--- config.mk ---
export PLATFORM = sky130hd
export DESIGN_NAME = game_over_ctrl
export DESIGN_NICKNAME = d
export VERILOG_FILES = /design/src/rtl/game_over_ctrl_pkg.sv /design/src/rtl/btn_edge_sync.sv /design/src/rtl/game_over_ctrl.sv
export SDC_FILE = /design/constraint.sdc
export NUM_CORES = 1
export LEC_CHECK = 0
export ABC_AREA = 1
export CORE_MARGIN = 10
export CORE_UTILIZATION = 35
export DETAILED_ROUTE_END_ITERATION = 6
export PLACE_DENSITY = 0.6
export SYNTH_ARGS = -nofsm -noshare
export SYNTH_HDL_FRONTEND = slang
export SYNTH_SLANG_ARGS = --single-unit
--- constraint.sdc ---
create_clock -name clk -period 4.2 [get_ports clk]
set_clock_uncertainty 0.05 [all_clocks]
set_input_delay 0.63 -clock clk [delete_from_list [all_inputs] [get_ports clk]]
set_output_delay 0.63 -clock clk [all_outputs]
set_load 0.02 [all_outputs]
--- src/rtl/game_over_ctrl_pkg.sv ---
// Purpose: shared game constants (state encoding, default life count, timer lengths).
// Latency: n/a (constants, types and a helper function only).
// Backpressure: n/a.
// Contents:
//   CNT_W              - width of every game timer
//   *_DEF              - default LIVES / GRACE_CYCLES / HOLD_CYCLES
//   game_state_t       - PLAY / GRACE / OVER encoding, shared with blinker and display
//   last_count()       - terminal timer value for an N-cycle interval
package game_over_ctrl_pkg;

  localparam int CNT_W            = 32;
  localparam int LIVES_DEF        = 3;
  localparam int GRACE_CYCLES_DEF = 25000000;
  localparam int HOLD_CYCLES_DEF  = 50000000;

  typedef enum logic [1:0] {
    ST_PLAY  = 2'd0,
    ST_GRACE = 2'd1,
    ST_OVER  = 2'd2
  } game_state_t;

  // A timer that starts at 0 and runs N cycles ends at N-1. Intervals shorter
  // than one cycle are clamped so the terminal value never wraps to all-ones.
  function automatic logic [CNT_W-1:0] last_count(input int cycles);
    if (cycles < 1) begin
      return '0;
    end
    return CNT_W'(cycles - 1);
  endfunction

endpackage

--- src/rtl/btn_edge_sync.sv ---
// Purpose: two-flop synchroniser for an asynchronous button level plus rising-edge detect.
// Latency: rise asserts two clk edges after btn goes high and lasts exactly one cycle.
// Backpressure: none; one rise per synchronised low-to-high transition.
// Ports:
//   clk  - sampling clock
//   rst  - asynchronous active-high reset, clears all three flops
//   btn  - raw asynchronous button level
//   rise - one-cycle pulse on a synchronised rising edge
module btn_edge_sync (
  input  logic clk,
  input  logic rst,
  input  logic btn,
  output logic rise
);

  logic sync_q1;
  logic sync_q2;
  logic sync_prev;

  always_ff @(posedge clk or posedge rst) begin
    if (rst) begin
      sync_q1   <= 1'b0;
      sync_q2   <= 1'b0;
      sync_prev <= 1'b0;
    end else begin
      sync_q1   <= btn;
      sync_q2   <= sync_q1;
      sync_prev <= sync_q2;
    end
  end

  // Edge taken only from the synchronised level, never from the raw pin.
  assign rise = sync_q2 & ~sync_prev;

endmodule

--- src/rtl/game_over_ctrl.sv ---
// Purpose: life counter, post-hit invulnerability and game-over/restart sequencing.
// Latency: every output is registered; a hit shows up one cycle later, a restart
//          press three cycles after the raw button rises (two sync flops + edge).
// Backpressure: none; hits in GRACE/OVER and early restart presses are dropped.
// Ports:
//   clk, rst     - clock, asynchronous active-high reset
//   hit          - one-cycle pulse, player struck
//   restart_btn  - raw asynchronous button level
//   over         - high while the game is over (feeds the LED blinker)
//   lives        - remaining lives
//   grace        - high while hits are ignored after a non-fatal hit
//   new_game     - one-cycle pulse when a restart is accepted
module game_over_ctrl
  import game_over_ctrl_pkg::*;
#(
  parameter int LIVES        = LIVES_DEF,
  parameter int GRACE_CYCLES = GRACE_CYCLES_DEF,
  parameter int HOLD_CYCLES  = HOLD_CYCLES_DEF
) (
  input  logic       clk,
  input  logic       rst,
  input  logic       hit,
  input  logic       restart_btn,
  output logic       over,
  output logic [1:0] lives,
  output logic       grace,
  output logic       new_game
);

  localparam logic [1:0]       LIVES_INIT = 2'(LIVES);
  localparam logic [CNT_W-1:0] GRACE_LAST = last_count(GRACE_CYCLES);
  localparam logic [CNT_W-1:0] HOLD_LAST  = last_count(HOLD_CYCLES);

  logic btn_rise;

  btn_edge_sync u_btn_edge_sync (
    .clk  (clk),
    .rst  (rst),
    .btn  (restart_btn),
    .rise (btn_rise)
  );

  game_state_t      state;
  game_state_t      state_nxt;
  // One timer serves both GRACE and OVER; the two states never overlap.
  logic [CNT_W-1:0] timer;
  logic [CNT_W-1:0] timer_nxt;
  logic [1:0]       lives_nxt;
  logic             over_nxt;
  logic             grace_nxt;
  logic             new_game_nxt;

  always_ff @(posedge clk or posedge rst) begin
    if (rst) begin
      state    <= ST_PLAY;
      timer    <= '0;
      lives    <= LIVES_INIT;
      over     <= 1'b0;
      grace    <= 1'b0;
      new_game <= 1'b0;
    end else begin
      state    <= state_nxt;
      timer    <= timer_nxt;
      lives    <= lives_nxt;
      over     <= over_nxt;
      grace    <= grace_nxt;
      new_game <= new_game_nxt;
    end
  end

  always_comb begin
    state_nxt    = state;
    timer_nxt    = timer;
    lives_nxt    = lives;
    over_nxt     = over;
    grace_nxt    = grace;
    new_game_nxt = 1'b0;

    case (state)
      ST_PLAY: begin
        over_nxt  = 1'b0;
        grace_nxt = 1'b0;
        if (hit) begin
          timer_nxt = '0;
          if (lives > 2'd1) begin
            lives_nxt = lives - 2'd1;
            state_nxt = ST_GRACE;
            grace_nxt = 1'b1;
          end else begin
            // Last life (or an already-empty counter) ends the game; the
            // counter is forced to 0 rather than decremented so it cannot wrap.
            lives_nxt = 2'd0;
            state_nxt = ST_OVER;
            over_nxt  = 1'b1;
          end
        end
      end

      ST_GRACE: begin
        grace_nxt = 1'b1;
        if (timer >= GRACE_LAST) begin
          state_nxt = ST_PLAY;
          timer_nxt = '0;
          grace_nxt = 1'b0;
        end else begin
          timer_nxt = timer + 1'b1;
        end
      end

      ST_OVER: begin
        over_nxt = 1'b1;
        // Restart takes priority over any hit in the same cycle; hits are
        // simply not looked at here.
        if (btn_rise && (timer >= HOLD_LAST)) begin
          state_nxt    = ST_PLAY;
          timer_nxt    = '0;
          lives_nxt    = LIVES_INIT;
          over_nxt     = 1'b0;
          new_game_nxt = 1'b1;
        end else if (timer < HOLD_LAST) begin
          timer_nxt = timer + 1'b1;
        end
      end

      default: begin
        state_nxt = ST_PLAY;
        timer_nxt = '0;
        lives_nxt = LIVES_INIT;
        over_nxt  = 1'b0;
        grace_nxt = 1'b0;
      end
    endcase
  end

endmodule

==> summary.txt, run 1 <==
Outcome
  • Status: completed

Timing
  • Setup TNS Final: 0 ns
  • Fin. max-slew vios: 0
  • WHS: between 0.3 and 0.4 ns
  • Fin crit period: between 2 and 3 ns
  • Final hold vios: 0
  • Period utilization: 62.83%
  • Worst Tran Pin Value: a little under 0.8 ns
  • Fmax: ~380 MHz
  • Relative slew slack: 47.88%
  • Final Setup Violations: 0
  • RSZ-0062 raised after global routing: no

Power
  • Share of total power in the clock network: around a third
  • Sw Ratio: 36.52%
  • LEAKAGE: between 1.5 and 2 nW
  • Comb power frac: 30.8%
  • Psw: between 400 and 500 uW
  • Maximum VDD drop: 209.4 uV
  • PD cells: 385.0 nW/um^2
  • P_int: just over 800 uW
  • Flop pwr share: between 30 and 40%

Worst setup path
  • CP startpoint: timer[12]
  • Crit path DAT: 2.77 ns
  • Max incr delay on CP: 0.48 ns
  • CP endpoint: timer[24]
  • Worst EP required: 4.34 ns
  • Critical Path, Cell by Cell: nand2_2 > nor2_4 > nand2_1 > nor2_1 > nand3_1 > nand2_2 > nand2_1 > nand2_1 > nand2_1 > a21oi_4 > nor2_1
  • Slowest CP cell: dfrtp_1
  • Setup crit end kind: register
  • Worst reg2reg path depth: 11
  • Critical Path Start Type: register
  • Worst R2R Start: timer[12]
  • Cell repeated most along the worst path: nand2_1
  • Critical path class: reg -> reg
  • Worst R2R Setup Slack: between 1.5 and 2 ns
  • Crit-path max FO: 21
  • Worst R2R End: timer[24]

Clock tree
  • CTS resizes: 0
  • Clock root buffer: clkbuf_8
  • CTS tree: done
  • Clock-pin slew on the worst setup and hold paths: about 0.09 ns
  • CTS Buffer Depth: 2
  • Hold_buf cts: 0
  • Insertion delay to the later sink of the worst-skew pair: about 0.30 ns
  • Setup bufs post-CTS: 0
  • H-tree Lvls: 2
  • Sink Count: 42
  • Num CTS Buffers: 5

Final layout
  • Share of post-route cells with drive strength above 1: under 10%
  • Diode count: 0
  • Most frequent cells in the layout: nand2_1 (137), nor2_1 (66), nand3_1 (64)
  • Final Cell Area: approximately 3300 um^2
  • Final net count: about 470
  • Synth-to-layout area growth: 9.344%
  • Commonest non-fill, non-tap cell in the layout: nand2_1

Global route
  • Largest net degree at the start of global routing: 25
  • Total global-route track usage: 11.84%
  • First-pass GRT wire length: between 10000 and 15000 um
  • Gr ovfl total: 0
  • Vias in the first global route: about 2700
  • Initial antenna violation count: 0

Synthesis
  • Yosys reg bits: 42
  • Avg Inst Size Synth: 6.507 um^2
  • Post-synthesis sequential area ratio: around a third
  • Yosys warns: 0
  • Number of library cell types mapped by synthesis: 26
  • Mapped Area: about 3000 um^2
  • Post-synthesis cell count: between 400 and 500
  • Post-Syn Nets: roughly 470

Die
  • Cell row count: 33
  • Initial core utilization: 36.30%
  • IO Pins: 9
  • Core area: 8299 um^2
  • Die width: 112.8 um
  • Die Ht: approximately 110 um
  • Die area: between 10000 and 15000 um^2

Route
  • Via count: 2935
  • DR iter-0 viols: about 160
  • Drt via density: about 5
  • First-pass DRT Iterations: 5
  • Drt wl/cell: roughly 13 um
  • Residual DRC: 0
  • Antenna viol nets, final: 0
  • Detailed Route WL: between 7000 and 8000 um

Worst hold path
  • Hold Path Class: reg -> reg
  • Hold_sp: u_btn_edge_sync.sync_q1

Placement
  • Port Buffers: 8
  • Placed cell area: about 3200 um^2
  • Routability cong.: around 0.9
  • HPWL after detailed placement: approximately 5400 um

Run
  • Max Cap Violations: 0
## area by class of cell
cell class                 instances  area (um^2)
clock buffer                       6        82.58
timing repair buffer              11        102.6
tap                              105        131.4
clock inverter                     2        60.06
sequential                        42         1054
multi-input combinational        343         1632
inverter                          62        232.7
fill                             870         5005
## cell usage after synthesis (all sizes together)
cell | number | area [um^2]
dfstp | 2 | 52.55
inv | 61 | 229.0
ha | 4 | 50.05
nor2 | 67 | 259.0
xor2 | 12 | 105.1
buf | 9 | 68.81
nand4 | 33 | 206.5
a21oi | 5 | 40.04
clkbuf | 7 | 26.28
and3 | 1 | 6.260
nand2 | 141 | 544.3
dfrtp | 40 | 1001
nor3 | 4 | 20.02
nand3b | 3 | 22.52
clkinv | 1 | 3.750
nand3 | 65 | 337.8
o21ai | 8 | 40.04
## stage by stage
step	total power [mW]	utilization, %	worst slack [ns]	std cells
final	1.268	39.70	1.561	571
after CTS	1.291	39.70	1.618	571
after global placement	0.8735	37.98	1.425	563
after detailed placement	0.8815	37.98	1.411	563
after floorplan	0.7754	-	2.469	463
after global routing	1.346	39.70	1.345	571
## worst max-delay path: cells and delay by family, from the launching register on
kind,cells,cell delay [ns]
compound gates,1,0.24
flops,1,0.48
simple gates,10,1.75
## power groups by stage
stage               logic (mW)  registers [mW]  clock network [mW]
finish                   0.390           0.473               0.405
global route             0.436           0.479               0.431
CTS                      0.400           0.474               0.418
detailed placement       0.400           0.481                   0
global placement         0.394           0.480                   0
floorplan                0.277           0.498                   0
## logic make-up (layout without fill, tap and decap cells)
kind of cell | Yosys count | count (layout) | synth area share, %
AND/OR/NAND/NOR | 314 | 314 | 46.35
buffers and inverters | 78 | 81 | 10.88
flip-flops | 42 | 42 | 34.97
AO/OA/AOI/OAI | 13 | 13 | 2.658
XOR/XNOR | 12 | 12 | 3.488
adder cells (fa/ha/maj) | 4 | 4 | 1.661
## worst min path at each step
stage                                    to  cells after the start
floorplan           u_btn_edge_sync.sync_q2                      0
global placement    u_btn_edge_sync.sync_q2                      0
detailed placement  u_btn_edge_sync.sync_q2                      0
CTS                 u_btn_edge_sync.sync_q2                      0
global route        u_btn_edge_sync.sync_q2                      0
finish              u_btn_edge_sync.sync_q2                      0
## registers in the layout (all words and copies together), names as in the netlist
register and flops:
lives 2, timer 32, u_btn_edge_sync.sync_q2 1, new_game 1, u_btn_edge_sync.sync_q1 1, u_btn_edge_sync.sync_prev 1
state 2, grace 1, over 1
## layer usage
metal	up-vias	global-route usage (%)	wire length [um]
li1	1483	-	-
met1	1370	16.65	3845
met4	0	2.707	65
met2	76	18.36	3326
met3	6	2.007	351
met5	-	0	0
No activity file was read; power rests on OpenSTA's default activity.
==> inputs of run 2 (changes only) <==
clock period = 2.49 ns   (was 4.2 ns; I/O delays follow)
==> run 2 against run 1 <==
Effect of this change:
- combinational power increased by 78%
- die area unchanged
- total power increased by 57%
- via count decreased by 0.48%
- setup slack got worse by 1.2 ns
- largest cell class unchanged
==> summary.txt, run 2 (synthesis gave the netlist of run 1 again) <==
Clock tree
  • H-tree Lvls: 2
  • Num CTS Buffers: 5
  • Clock root buffer: clkbuf_8
  • Hold_buf cts: 0
  • CTS tree: done
  • CTS resizes: 0
  • Sink Count: 42
  • Clock-pin slew on the worst setup and hold paths: approximately 0.10 ns
  • CTS Buffer Depth: 2
  • Insertion delay to the later sink of the worst-skew pair: slightly above 0.3 ns
  • Setup bufs post-CTS: 0

Route
  • Residual DRC: 0
  • Antenna viol nets, final: 0
  • Drt via density: ~5.1
  • Via count: around 2900
  • DR iter-0 viols: ~180
  • Drt wl/cell: roughly 13 um
  • Detailed Route WL: roughly 7600 um
  • First-pass DRT Iterations: 5

Final layout
  • Synth-to-layout area growth: 9.344%
  • Max reg flops: 32
  • Most frequent cells in the layout: nand2_1 (137), nor2_1 (66), nand3_1 (64)
  • Commonest non-fill, non-tap cell in the layout: nand2_1
  • Largest regs: timer x32, lives x2, state x2
  • Final net count: roughly 480
  • Biggest register: timer
  • Diode count: 0
  • Share of post-route cells with drive strength above 1: about 6%
  • Filler cells: approximately 900

Die
  • Cell row count: 33
  • Initial core utilization: between 30% and 40%
  • Core area: approximately 8300 um^2
  • Die area: roughly 13000 um^2
  • Die Ht: roughly 110 um
  • Die width: approximately 110 um
  • IO Pins: 9

Timing
  • RSZ-0062 raised after global routing: no
  • Worst Tran Pin Value: 0.7833 ns
  • Fmax: around 470 MHz
  • Final hold vios: 0
  • Setup TNS Final: 0 ns
  • Relative slew slack: a little under half
  • Final Setup Violations: 0
  • Fin crit period: 2.115 ns
  • Fin. max-slew vios: 0
  • Period utilization: 84.93%
  • Final WS setup: ~0.38 ns

Worst setup path
  • Worst R2R Start: timer[14]
  • Slowest CP cell: dfrtp_1
  • Worst reg2reg path depth: 11
  • Setup crit end kind: register
  • Worst EP required: 2.67 ns
  • Crit-path max FO: 20
  • Crit path DAT: ~2.3 ns
  • Worst R2R Setup Slack: approximately 0.38 ns
  • Worst R2R End: timer[18]
  • Critical Path Start Type: register
  • Max incr delay on CP: roughly 0.47 ns
  • Critical path class: reg -> reg
  • Critical Path, Cell by Cell: nand2_1 > nor2_4 > nand2_1 > nor2_1 > nand3_1 > nand2_2 > nand3_4 > nand2_4 > buf_4 > a21oi_4 > nor2_1

Worst hold path
  • Hold Path Depth: 0
  • Hold Path End: u_btn_edge_sync.sync_q2
  • Hold_sp: u_btn_edge_sync.sync_q1
  • Hold Path Class: reg -> reg

Global route
  • M3 GR Usage: between 2 and 2.5%
  • Met1 Resource Use GR: around 17%
  • Largest net degree at the start of global routing: 25
  • Met2 GRT Util: between 15 and 20%
  • Vias in the first global route: 2686
  • Gr ovfl total: 0
  • Global route hottest layer: met2
  • Initial antenna violation count: 0
  • Total global-route track usage: around an eighth
  • First-pass GRT wire length: between 10000 and 15000 um

Outcome
  • Status: completed

Run
  • Max Cap Violations: 0

Placement
  • Setup Slack @ Placement: between 0.4 and 0.5 ns
  • Routability cong.: 0.9189
  • HPWL after detailed placement: 5540 um
  • Port Buffers: 8

Power
  • LEAKAGE: 1.707 nW
  • Maximum VDD drop: roughly 290 uV
  • PD cells: slightly above 600 nW/um^2
==> run 2: worst max path at each step <==
stage          startpoint   endpoint  slack (ns)  depth (start not counted)
5_1_grt          timer[0]  timer[18]        0.07                         12
2_1_floorplan    timer[0]  timer[16]        0.76                         11
3_3_place_gp    timer[16]   timer[3]        0.40                         11
6_report        timer[14]  timer[18]        0.38                         11
3_5_place_dp     timer[0]  timer[18]        0.41                         12
4_1_cts          timer[0]  timer[18]        0.37                         12
==> run 2: power by group <==
group,internal (mW),leakage (nW),switching [mW]
Clock,0.210,0.0506,0.289
Combinational,0.201,1.09,0.496
Sequential,0.751,0.568,0.0463
==> run 2: layout make-up <==
type | count | area (um^2) | share of cell area [%]
repair buffers | 17 | 147.6 | 4.482
inverters | 62 | 232.7 | 7.064
well taps | 105 | 131.4 | 3.988
clock buffers | 5 | 68.82 | 2.089
flip-flops and latches | 42 | 1054 | 31.98
clock inverters | 3 | 28.78 | 0.8735
multi-input cells | 343 | 1632 | 49.53
==> run 2: metal layers <==
metal | wire length [um] | up-vias
li1 | - | 1487
met1 | 3840 | 1352
met2 | 3420 | 73
met3 | 305 | 9
met4 | 68 | 0
met5 | 0 | -
==> run 2: critical path: cells and delay by family, from the launching register on <==
kind            cells  cell delay (ns)
compound gates      1             0.09
buf+inv             1             0.25
flops               1             0.47
simple gates        9             1.18
==> run 2: through the flow <==
step | power, mW | cells | utilization, % | cell area (um^2) | hold slack (ns)
2_1_floorplan | 1.308 | 463 | - | 3013 | 0.2812
3_3_place_gp | 1.507 | 569 | 38.52 | 3197 | 0.2829
3_5_place_dp | 1.512 | 569 | 38.52 | 3197 | 0.2855
4_1_cts | 2.016 | 577 | 39.70 | 3294 | 0.3104
5_1_grt | 2.132 | 577 | 39.70 | 3294 | 0.3167
6_report | 1.993 | 577 | 39.70 | 3294 | 0.3086
==> inputs of run 3 (changes only) <==
clock period = 1.95 ns   (was 2.49 ns; I/O delays follow)
==> run 3 against run 2 <==
Effect of this change:
- global-route usage is 0.20 points higher
- wire length is 6.8% higher
- final cell count rose by 5.2%
- clock power rose by 39%
- setup slack got worse by 0.30 ns
- hold slack worse by 0.026 ns
- fmax up 13%
- sequential power grew 28%
- design area rose by 9.2%
- non-clock buffer count up 30
- clock-buffer cell count rose by 2
- first-iteration DRC count is 19% higher
==> summary.txt, run 3 (synthesis gave the netlist of run 1 again) <==
Outcome
  • Status: completed

Route
  • Via count: 3032
  • Detailed Route WL: around 8200 um
  • Antenna viol nets, final: 0
  • Residual DRC: 0
  • Drt wl/cell: 13.43 um
  • First-pass DRT Iterations: 5
  • Drt via density: 4.995
  • DR iter-0 viols: around 210

Clock tree
  • CTS tree: done
  • Clock root buffer: clkbuf_8
  • H-tree Lvls: 2
  • Clock-pin slew on the worst setup and hold paths: ~0.080 ns
  • Sink Count: 42
  • Insertion delay to the later sink of the worst-skew pair: roughly 0.30 ns
  • CTS Buffer Depth: 2
  • Num CTS Buffers: 5

Die
  • Core area: ~8300 um^2
  • Initial core utilization: between 30% and 40%
  • Die area: 12720 um^2
  • Cell row count: 33
  • IO Pins: 9
  • Die width: around 110 um
  • Die Ht: 112.8 um

Global route
  • First-pass GRT wire length: roughly 14000 um
  • Vias in the first global route: slightly below 3000
  • Initial antenna violation count: 0
  • Largest net degree at the start of global routing: 25
  • Total global-route track usage: approximately an eighth
  • Gr ovfl total: 0

Placement
  • Placed cell count: between 500 and 600
  • Placed cell area: between 3000 and 4000 um^2
  • Setup Slack @ Placement: -0.0008042 ns
  • HPWL after detailed placement: 5921 um
  • Routability cong.: about 0.9
  • Port Buffers: 8

Final layout
  • Largest regs: timer x32, lives x2, state x2
  • Post-route insts no fill: between 600 and 700
  • Filler cells: about 860
  • Synth-to-layout area growth: 19.35%
  • Finished Core Util: 43.33%
  • Max reg flops: 32
  • Diode count: 0
  • Final Cell Area: 3596 um^2
  • Share of post-route cells with drive strength above 1: ~14%
  • Biggest register: timer
  • Commonest non-fill, non-tap cell in the layout: nand2_1
  • Final net count: roughly 510
  • Most frequent cells in the layout: nand2_1 (134), nand3_1 (64), nor2_1 (58)

Power
  • Maximum VDD drop: about 330 uV
  • Tot Pwr: 2.751 mW
  • PD cells: 765.1 nW/um^2
  • LEAKAGE: around 1.9 nW

Timing
  • Fmax: roughly 530 MHz
  • Fin. max-slew vios: 0
  • Final hold vios: 0
  • Relative slew slack: about three quarters
  • Worst Tran Pin Value: approximately 0.37 ns
  • WHS: 0.2825 ns
  • Final Setup Violations: 0
  • Fin crit period: ~1.9 ns
  • Setup TNS Final: 0 ns
  • Period utilization: between 90% and 100%
  • Final WS setup: 0.07167 ns

Worst setup path
  • Worst reg2reg path depth: 12
  • Worst EP required: between 2 and 2.5 ns
  • Critical Path Start Type: register
  • Worst R2R Start: timer[0]
  • Worst R2R End: timer[17]
  • Critical path class: reg -> reg
  • Worst R2R Setup Slack: 0.07 ns
  • Setup crit end kind: register
  • Crit path DAT: ~2.0 ns
  • Crit-path max FO: 7

Run
  • Max Cap Violations: 0

Worst hold path
  • Hold Path Class: in -> async
run 3: cell types whose count changed in the layout (fill, tap and decap cells not counted), sizes merged:
cell / before / now
inv: 62 / 60
clkbuf: 5 / 7
bufinv: 0 / 1
clkinv: 3 / 2
buf: 9 / 39
run 3: final cells by class:
type | instances | area, um^2 | area share (%)
Sequential cell | 42 | 1055 | 29.33
Clock buffer | 7 | 76.32 | 2.122
Timing Repair Buffer | 47 | 389.1 | 10.82
Tap cell | 105 | 131.4 | 3.653
Multi-Input combinational cell | 343 | 1682 | 46.76
Clock inverter | 1 | 30.03 | 0.8351
Inverter | 62 | 232.7 | 6.472
run 3: power by group:
group          internal, mW  total, mW  switching (mW)
Sequential            0.959       1.02          0.0648
Clock                 0.384      0.693           0.310
Combinational         0.356       1.03           0.678
run 3: worst max-delay path, stage by stage (launching register included):
cell and delay [ns]:
dfrtp_1 0.41, ha_4 0.17, nand2_1 0.06, nor2_2 0.13, nand2_1 0.06, nand2_1 0.08, nand3_1 0.09, nand2_2 0.11
nand2_2 0.08, nand2_1 0.09, nand2_1 0.10, a21oi_4 0.25, nor2_1 0.08
run 3: worst max-delay path by stage:
stage	startpoint	to	slack [ns]
global placement	timer[16]	timer[0]	0.07
detailed placement	timer[1]	timer[22]	-0.0008
CTS	timer[1]	timer[17]	0.02
floorplan	timer[0]	timer[16]	0.22
finish	timer[0]	timer[17]	0.07
global route	timer[1]	timer[24]	-0.05
run 3: routing by layer:
metal	track usage (%)	vias up	wire, um
met2	20.35	68	3803
met5	0	-	0
met3	2.166	9	427
met1	16.87	1401	3796
met4	3.553	0	124
li1	-	1554	-
run 3: timing repair:
| action | 4_1_cts | 5_1_grt |
|---|---|---|
| hold buffers | 0 | 0 |
| pin swaps | 1 | 5 |
| buffers inserted | 1 | 5 |
| gates resized for setup | 3 | 21 |
| setup endpoints to repair | 7 | 31 |
